**config.mk**
```make
export PLATFORM = sky130hd
export DESIGN_NAME = sprite_compositor
export DESIGN_NICKNAME = d
export VERILOG_FILES = /design/src/rtl/sprite_compositor.sv
export SDC_FILE = /design/constraint.sdc
export NUM_CORES = 1
export LEC_CHECK = 0
export CAP_MARGIN = 10
export CORE_MARGIN = 1.5
export CORE_UTILIZATION = 40
export DETAILED_ROUTE_END_ITERATION = 10
export MAX_ROUTING_LAYER = met4
export PLACE_DENSITY = 0.78
export SLEW_MARGIN = 40
export SYNTH_ARGS = -nofsm -noshare
export SYNTH_HDL_FRONTEND = slang
export SYNTH_SLANG_ARGS = --single-unit
```
**constraint.sdc**
```tcl
create_clock -name Clk -period 1.8 [get_ports Clk]
set_input_delay 0.36 -clock Clk [delete_from_list [all_inputs] [get_ports Clk]]
set_output_delay 0.36 -clock Clk [all_outputs]
set_load 0.02 [all_outputs]
```
**src/rtl/sprite_compositor.sv**
```systemverilog
// Pipelined sprite compositor: per-channel hit test and ROM addressing,
// ROM-latency alignment, priority/transparency select and per-frame collision flag.
module sprite_compositor #(
    parameter int unsigned NUM_SPRITES = 4,
    parameter int unsigned SPR_W       = 32,
    parameter int unsigned SPR_H       = 32,
    parameter int unsigned COORD_W     = 10,
    parameter logic [23:0] KEY_COLOR   = 24'hFF0000,
    parameter logic [23:0] BG_COLOR    = 24'hFFFFFF,
    parameter int unsigned ROM_LAT     = 1,
    localparam int unsigned ADDR_W     = $clog2(4 * SPR_W * SPR_H)
) (
    input  logic                              Clk,
    input  logic                              Reset,
    input  logic                              pix_valid,
    input  logic                              frame_start,
    input  logic [COORD_W-1:0]                DrawX,
    input  logic [COORD_W-1:0]                DrawY,
    input  logic [NUM_SPRITES*COORD_W-1:0]    spr_x,
    input  logic [NUM_SPRITES*COORD_W-1:0]    spr_y,
    input  logic [NUM_SPRITES*3-1:0]          spr_dir,
    input  logic [NUM_SPRITES-1:0]            spr_en,
    output logic [NUM_SPRITES*ADDR_W-1:0]     rom_addr,
    input  logic [NUM_SPRITES*24-1:0]         rom_data,
    output logic [7:0]                        VGA_R,
    output logic [7:0]                        VGA_G,
    output logic [7:0]                        VGA_B,
    output logic                              out_valid,
    output logic [NUM_SPRITES-1:0]            hit_mask,
    output logic                              collision
);

    localparam int unsigned SX_W = $clog2(SPR_W);
    localparam int unsigned SY_W = $clog2(SPR_H);
    localparam int unsigned CW1  = COORD_W + 1;

    // Stage A: address register
    logic [NUM_SPRITES*ADDR_W-1:0] rom_addr_d, rom_addr_q;
    logic [NUM_SPRITES-1:0]        hit_a_d, hit_a_q;
    logic                          valid_a_d, valid_a_q;
    logic                          fs_a_d, fs_a_q;

    // Stage B: ROM wait delay line
    logic [NUM_SPRITES-1:0]        hit_b_d [ROM_LAT];
    logic [NUM_SPRITES-1:0]        hit_b_q [ROM_LAT];
    logic [ROM_LAT-1:0]            valid_b_d, valid_b_q;
    logic [ROM_LAT-1:0]            fs_b_d, fs_b_q;

    // Stage C: output register
    logic [23:0]                   rgb_d, rgb_q;
    logic [NUM_SPRITES-1:0]        mask_d, mask_q;
    logic                          out_valid_d, out_valid_q;
    logic                          coll_d, coll_q;

    logic [NUM_SPRITES-1:0]        hit_al;
    logic                          valid_al;
    logic                          fs_al;

    assign hit_al   = hit_b_q[ROM_LAT-1];
    assign valid_al = valid_b_q[ROM_LAT-1];
    assign fs_al    = fs_b_q[ROM_LAT-1];

    // Per-channel bounds/direction test and texel address; bound sums carry an extra bit so they never wrap
    always_comb begin
        logic [COORD_W-1:0] sx;
        logic [COORD_W-1:0] sy;
        logic [COORD_W-1:0] dx;
        logic [COORD_W-1:0] dy;
        logic [CW1-1:0]     x_end;
        logic [CW1-1:0]     y_end;
        logic [2:0]         dir;
        logic               in_x;
        logic               in_y;
        logic               dir_ok;
        logic               hit;
        sx         = '0;
        sy         = '0;
        dx         = '0;
        dy         = '0;
        x_end      = '0;
        y_end      = '0;
        dir        = '0;
        in_x       = 1'b0;
        in_y       = 1'b0;
        dir_ok     = 1'b0;
        hit        = 1'b0;
        hit_a_d    = '0;
        rom_addr_d = '0;
        valid_a_d  = pix_valid;
        fs_a_d     = pix_valid & frame_start;
        for (int i = 0; i < NUM_SPRITES; i++) begin
            sx     = spr_x[i*COORD_W +: COORD_W];
            sy     = spr_y[i*COORD_W +: COORD_W];
            dir    = spr_dir[i*3 +: 3];
            x_end  = CW1'(sx) + CW1'(SPR_W);
            y_end  = CW1'(sy) + CW1'(SPR_H);
            in_x   = (DrawX >= sx) && (CW1'(DrawX) < x_end);
            in_y   = (DrawY >= sy) && (CW1'(DrawY) < y_end);
            dir_ok = (dir >= 3'd1) && (dir <= 3'd4);
            hit    = spr_en[i] && dir_ok && in_x && in_y;
            dx     = DrawX - sx;
            dy     = DrawY - sy;
            hit_a_d[i] = hit;
            if (hit) begin
                rom_addr_d[i*ADDR_W +: ADDR_W] = {2'(dir - 3'd1), dy[SY_W-1:0], dx[SX_W-1:0]};
            end
        end
    end

    // Stage A register
    always_ff @(posedge Clk or negedge Reset) begin
        if (!Reset) begin
            rom_addr_q <= '0;
            hit_a_q    <= '0;
            valid_a_q  <= 1'b0;
            fs_a_q     <= 1'b0;
        end else begin
            rom_addr_q <= rom_addr_d;
            hit_a_q    <= hit_a_d;
            valid_a_q  <= valid_a_d;
            fs_a_q     <= fs_a_d;
        end
    end

    // Delay hit/valid/frame_start so they line up with rom_data
    always_comb begin
        valid_b_d  = '0;
        fs_b_d     = '0;
        for (int k = 0; k < ROM_LAT; k++) begin
            hit_b_d[k] = '0;
        end
        hit_b_d[0]   = hit_a_q;
        valid_b_d[0] = valid_a_q;
        fs_b_d[0]    = fs_a_q;
        for (int k = 1; k < ROM_LAT; k++) begin
            hit_b_d[k]   = hit_b_q[k-1];
            valid_b_d[k] = valid_b_q[k-1];
            fs_b_d[k]    = fs_b_q[k-1];
        end
    end

    // Stage B register
    always_ff @(posedge Clk or negedge Reset) begin
        if (!Reset) begin
            valid_b_q <= '0;
            fs_b_q    <= '0;
            for (int k = 0; k < ROM_LAT; k++) begin
                hit_b_q[k] <= '0;
            end
        end else begin
            valid_b_q <= valid_b_d;
            fs_b_q    <= fs_b_d;
            for (int k = 0; k < ROM_LAT; k++) begin
                hit_b_q[k] <= hit_b_d[k];
            end
        end
    end

    // Transparency, lowest-index priority and overlap detect; bubbles hold colour, mask and flag
    always_comb begin
        logic [23:0]            texel;
        logic [23:0]            sel_rgb;
        logic [NUM_SPRITES-1:0] opaque;
        logic                   seen;
        logic                   multi;
        texel       = '0;
        sel_rgb     = BG_COLOR;
        opaque      = '0;
        seen        = 1'b0;
        multi       = 1'b0;
        rgb_d       = rgb_q;
        mask_d      = mask_q;
        coll_d      = coll_q;
        out_valid_d = valid_al;
        for (int i = 0; i < NUM_SPRITES; i++) begin
            texel     = rom_data[i*24 +: 24];
            opaque[i] = hit_al[i] && (texel != KEY_COLOR);
            if (opaque[i]) begin
                if (!seen) begin
                    sel_rgb = texel;
                end
                multi = multi | seen;
                seen  = 1'b1;
            end
        end
        if (valid_al) begin
            rgb_d  = sel_rgb;
            mask_d = opaque;
            coll_d = (fs_al ? 1'b0 : coll_q) | multi;
        end
    end

    // Output register
    always_ff @(posedge Clk or negedge Reset) begin
        if (!Reset) begin
            rgb_q       <= '0;
            mask_q      <= '0;
            out_valid_q <= 1'b0;
            coll_q      <= 1'b0;
        end else begin
            rgb_q       <= rgb_d;
            mask_q      <= mask_d;
            out_valid_q <= out_valid_d;
            coll_q      <= coll_d;
        end
    end

    assign rom_addr  = rom_addr_q;
    assign VGA_R     = rgb_q[23:16];
    assign VGA_G     = rgb_q[15:8];
    assign VGA_B     = rgb_q[7:0];
    assign out_valid = out_valid_q;
    assign hit_mask  = mask_q;
    assign collision = coll_q;

endmodule

```
[After elaboration in Yosys (flattened, before gate mapping)]
Cells that the tools add are included.
Operators by class
  bitwise operators: 4
  $add $sub $neg: 20
  mux-type cells: 18
  div/mod/pow operators: 0
  shifts and indexed selects: 0
  $mul: 0
  reduce and logical (&&, ||, !) cells: 28
  magnitude comparators: 24
  equality and inequality tests: 4
Operators by type and width (count)
  $mux W24: 7
  $ne A24 B24 Y1 const B: 4
  $add A10 B6 Y11 const B: 8
  $lt A10 B11 Y1: 8
  $ge A10 B10 Y1: 8
  $mux W12: 4
  $sub A5 B5 Y5: 8
  $logic_and A1 B1 Y1: 28
  $ge A3 B1 Y1 const B: 4
  $le A3 B3 Y1 const B: 4
  $sub A2 B1 Y2 const B: 4
  $mux W1: 7
  $or A1 B1 Y1: 3
  $and A1 B1 Y1: 1
Storage, ports and cells
  memories: 0
  bits in latches: 0
  word-level logic and storage cells: 109
  flip-flop bits (word level): 90
  RAM bits: 0
  output and inout bits: 78
  memory bits (read-only): 0
  bits of input ports: 216

[Logic depth before layout (Yosys ltp)]
  word-level depth: 9
  depth in mapped cells: 12
  depth with buffers taken out: 11

[Least setup slack after synthesis]
OpenSTA, ideal clock, no wires.
  kind: input-to-reg
  start point: input port DrawY[0]
  end point: register rom_addr_q[19], in the netlist rom_addr[19]
  path slack: -0.759 ns
  arrival: 2.437 ns
  setup time: 0.122 ns
  buffers on the path: 1
  data required time: 1.678 ns
  cell stages on the path: 12
  cell sequence: inv_1 ha_1 inv_1 fa_1 a21o_1 a2111oi_0 nor3_1 a2111oi_0 a2111oi_0 nand4_1 buf_2 nor2_1
Between the ends
  word-level cells in the longest chain between the ends: 4
RTL lines
  start, declared: line 18  | input logic [COORD_W-1:0] DrawY,
  $lt A10 B11 Y1 / $ge A10 B10 Y1 (equally long branches): line 98  | in_y = (DrawY >= sy) && (CW1'(DrawY) < y_end);
  $logic_and A1 B1 Y1: line 98
  $logic_and A1 B1 Y1: line 100  | hit = spr_en[i] && dir_ok && in_x && in_y;
  $mux W12 (*): line 104  | if (hit) begin
  net rom_addr_d[19]: line 38  | logic [NUM_SPRITES*ADDR_W-1:0] rom_addr_d, rom_addr_q;
  end signal, assigned: line 118  | rom_addr_q <= rom_addr_d;
  end, declared: line 38
Mark *: on every way through the listed nets, which the timed path passes. The rest lies on a longest branch.
A chain may end at the register's enable or synchronous reset.

[Final worst setup path]
  start point: input port rom_data[33]
  end point: register rgb_q[21]
Between the ends
  word-level cells in the longest chain between the ends: 7
RTL lines
  start, declared: line 24  | input logic [NUM_SPRITES*24-1:0] rom_data,
  $ne A24 B24 Y1 (*): line 177  | opaque[i] = hit_al[i] && (texel != KEY_COLOR);
  $logic_and A1 B1 Y1 (*): line 177
  $mux W24 / $mux W1 (equally long branches): line 178  | if (opaque[i]) begin
  $mux W24: line 179  | if (!seen) begin
  $mux W24: line 178
  $mux W24: line 179
  $mux W24 (*): line 178
  end signal, assigned: line 201  | rgb_q <= rgb_d;
  end, declared: line 50  | logic [23:0] rgb_d, rgb_q;
Every way passes the cells marked *; elsewhere a longest branch is shown, timed or not.

==> results.sh <==
export IMPL_outcome="finished with violations"
export IMPL_violations="setup timing"
export IMPL_cts_sinks=90
export IMPL_core_sq_mm=0.0195
export IMPL_ys_seq_area_share_pct=28.4
export IMPL_io_pins=294
export IMPL_cp_slowest_stage_delay_ns=0.40
export IMPL_grt_max_degree=64
export IMPL_clk_pin_slew_ns=0.08
export IMPL_setup_ws_ns=-0.652
export IMPL_seqPwrFrac_pct=27.7
export IMPL_row_count=51
export IMPL_dp_final_hpwl_mm=24.0
export IMPL_post_drt_wl_per_cell_microns=23.2
export IMPL_route_vias_total=10000
export IMPL_drv_cap=0
export IMPL_synthArstFlopShare_pct=100
export IMPL_clk_latency_ns=0.36
export IMPL_slowest_stage="o41ai_4"
export IMPL_final_common_cell="buf_4"
export IMPL_worst_r2r_endpoint="rgb_q[21]"
export IMPL_cellPowerDensity_mw_per_mm2=500
export IMPL_grt_pass1_wl_mm=54.0
export IMPL_hold_viol_final=0
export IMPL_fmax_mhz=408
export IMPL_die_height_microns=144
export IMPL_hold_depth=2
export IMPL_yosysWarnings=0
export IMPL_ir_drop_mv=0.454
export IMPL_grt_overflow=0
export IMPL_total_power_w=0.00771
export IMPL_holdPathEnd="rom_addr[46]"
export IMPL_final_nets=1817
export IMPL_arrival_ns=2.68
export IMPL_finalSetupViolCount=79
export IMPL_p_leak_nw=7.41
export IMPL_dp_cells=1641
export IMPL_p_int_w=0.00510
export IMPL_worst_r2r_startpoint="hit_al[2]"
export IMPL_ys_flop_type="dfrtp_1"
export IMPL_power_frac_comb_pct=43.6
export IMPL_synth_distinct_cells=63
export IMPL_path_class="primary input to flip-flop"
export IMPL_rr_worst_depth=8
export IMPL_drtIter0Drc=565
export IMPL_synth_fp_nets=1251
export IMPL_dieArea_sq_mm=0.0207
export IMPL_reg2reg_slack_ns=-0.03
export IMPL_cts_buffers_inserted=9
export IMPL_syn_to_final_growth_pct=94.1
export IMPL_cts_buffer_depth=2
export IMPL_grt_pass1_vias=10200
export IMPL_crit_fanout=6
export IMPL_routed_via_density=5.77
export IMPL_drive_above_1_share_pct=43.9
export IMPL_cts_tree="yes"
export IMPL_critPathLaunchType="primary input"
export IMPL_drt_wl_total_mm=40.1
export IMPL_rsz0062_at_grt="true"
export IMPL_portBuffers=293
export IMPL_h_tree_depth=3
export IMPL_final_max_slew_violation_count=0
export IMPL_finalSetupTns_ns=-28.55
export IMPL_worstPathCellList="dlygate4sd2_1, nor4_1, nand2_1, o41ai_4, nand2_2, buf_6, buf_16, o221a_1, a21oi_2, o22ai_1"
export IMPL_avgSynthCellArea_sq_um=8.91
export IMPL_final_cells=1732
export IMPL_finalCriticalPeriod_ns=2.45
export IMPL_final_setup_skew_ns=0.00800
export IMPL_worst_ep_required_time_ns=2.03
export IMPL_worst_pin_slew_ns=0.533
export IMPL_gp_congestion=0.928
export IMPL_drc_errors=0
export IMPL_fin_crit_sh_pct=136
export IMPL_ys_ff_latch=90
export IMPL_power_switching_w=0.00261
export IMPL_antenna_found_initial=5
export IMPL_synth_area_sq_mm=0.00794
export IMPL_p_clk_share_pct=28.7
export IMPL_clockRootBuffer="clkbuf_16"
export IMPL_start_util_pct=40.8
export IMPL_dpl_cell_area_sq_mm=0.0129
export IMPL_fin_util_pct=79.2
export IMPL_mostFrequentLayoutCells="buf_4 (231), clkdlybuf4s50_1 (137), inv_1 (98), dfrtp_1 (90), ha_1 (86)"
export IMPL_synthCells=891
export IMPL_hp_start="spr_dir[9]"
export IMPL_die_x_microns=144
export IMPL_hold_class="primary input to flip-flop"
export IMPL_crit_family="compound AO/OA/AOI/OAI gates"
export IMPL_postLayoutCellArea_sq_mm=0.0154
export IMPL_worstSetupEndpointType="flip-flop"
export IMPL_sw_frac_of_total_pct=33.9
export IMPL_synth_edf_count=0
export IMPL_groute_usage_overall_pct=35.8
export IMPL_max_slew_margin_pct=64.2
export IMPL_drt_first_pass_iters=5
export IMPL_cp_num_buf_inv=3
export IMPL_postRouteAntennaNets=0
state kept, by name, indices dropped and copies added, names as in the netlist:
register,cells
collision,1
fs_a_q,1
fs_al,1
hit_a_q,4
hit_al,4
hit_mask,4
out_valid,1
out_valid_d,1
rgb_q,24
rom_addr,48
valid_a_q,1
worst max-delay path by stage:
stage                  from      endpoint  slack [ns]  cells after the start
2_1_floorplan      DrawY[0]  rom_addr[19]       -0.55                     12
3_3_place_gp       DrawY[0]  rom_addr[15]       -1.40                     14
3_5_place_dp       DrawY[0]  rom_addr[15]       -1.48                     14
4_1_cts            DrawY[0]  rom_addr[15]       -0.53                     14
5_1_grt        rom_data[33]     rgb_q[21]       -0.67                     10
6_report       rom_data[33]     rgb_q[21]       -0.65                     10
worst register-to-register path, delay by kind of cell, from the launching register on:
| kind | cells | cell delay [ns] |
|---|---|---|
| buffers and inverters | 3 | 0.39 |
| AOI/OAI and AO/OA | 4 | 0.80 |
| DFF | 1 | 0.39 |
| and+or+nand+nor | 1 | 0.15 |
cell families after synthesis:
family | after synthesis | share of synthesized area (%)
DFF | 90 | 28.4
and+or+nand+nor | 220 | 14.9
muxes | 4 | 0.552
xor gates and xnor gates | 40 | 4.41
buffers and inverters | 165 | 8.27
adders and majority gates | 144 | 23.4
AOI/OAI and AO/OA | 228 | 20.1
power by group through the flow:
stage / Sequential (W) / Combinational, W / Clock [W]
final: 0.00213 / 0.00336 / 0.00222
after global routing: 0.00214 / 0.00358 / 0.00229
after CTS: 0.00213 / 0.00293 / 0.00221
after detailed placement: 0.00217 / 0.00261 / 0
after global placement: 0.00216 / 0.00253 / 0
after floorplan: 0.00224 / 0.00104 / 0
timing repair:
item	in CTS	in global routing
endpoints found under the hold margin	11	0
endpoints found under the setup margin	81	82
buffers inserted	41	26
cloned	8	4
hold buffers	1	0
pin swaps	154	135
resized for setup	437	257
cells in the mapped netlist, types with 23 or more instances:
master	count	area (sq um)
inv_1	144	541
ha_1	136	1700
dfrtp_1	90	2250
nor2_1	46	173
a21oi_1	44	220
o21ai_0	36	180
xnor2_1	35	307
nand3_1	34	170
nand2_1	32	120
nor3_1	27	135
o22ai_1	25	156
o21ai_1	23	115
metal layers:
metal,global-route usage (%),wire (microns),up-vias
met5,-,0,-
met4,20.6,2310,0
met3,10.2,4000,186
met2,61.6,19800,641
met1,36.2,14000,4807
li1,-,-,4368
area by class of cell:
class                           count  area (sq um)
Inverter                          146           574
Tap cell                          265           332
Sequential cell                    90          2250
Multi-Input combinational cell    638          6650
Timing Repair Buffer              572          5250
Fill cell                        1085          4050
Clock buffer                       10           239
Antenna cell                        5          12.5
Clock inverter                      6          96.3
metrics by stage:
stage | hold slack, ns | worst slack, ns
2_1_floorplan | 0.0644 | -0.554
3_3_place_gp | 0.226 | -1.40
3_5_place_dp | 0.219 | -1.48
4_1_cts | 0.315 | -0.534
5_1_grt | 0.300 | -0.673
6_report | 0.277 | -0.652
Note: power is estimated with default switching activity, not from simulation.
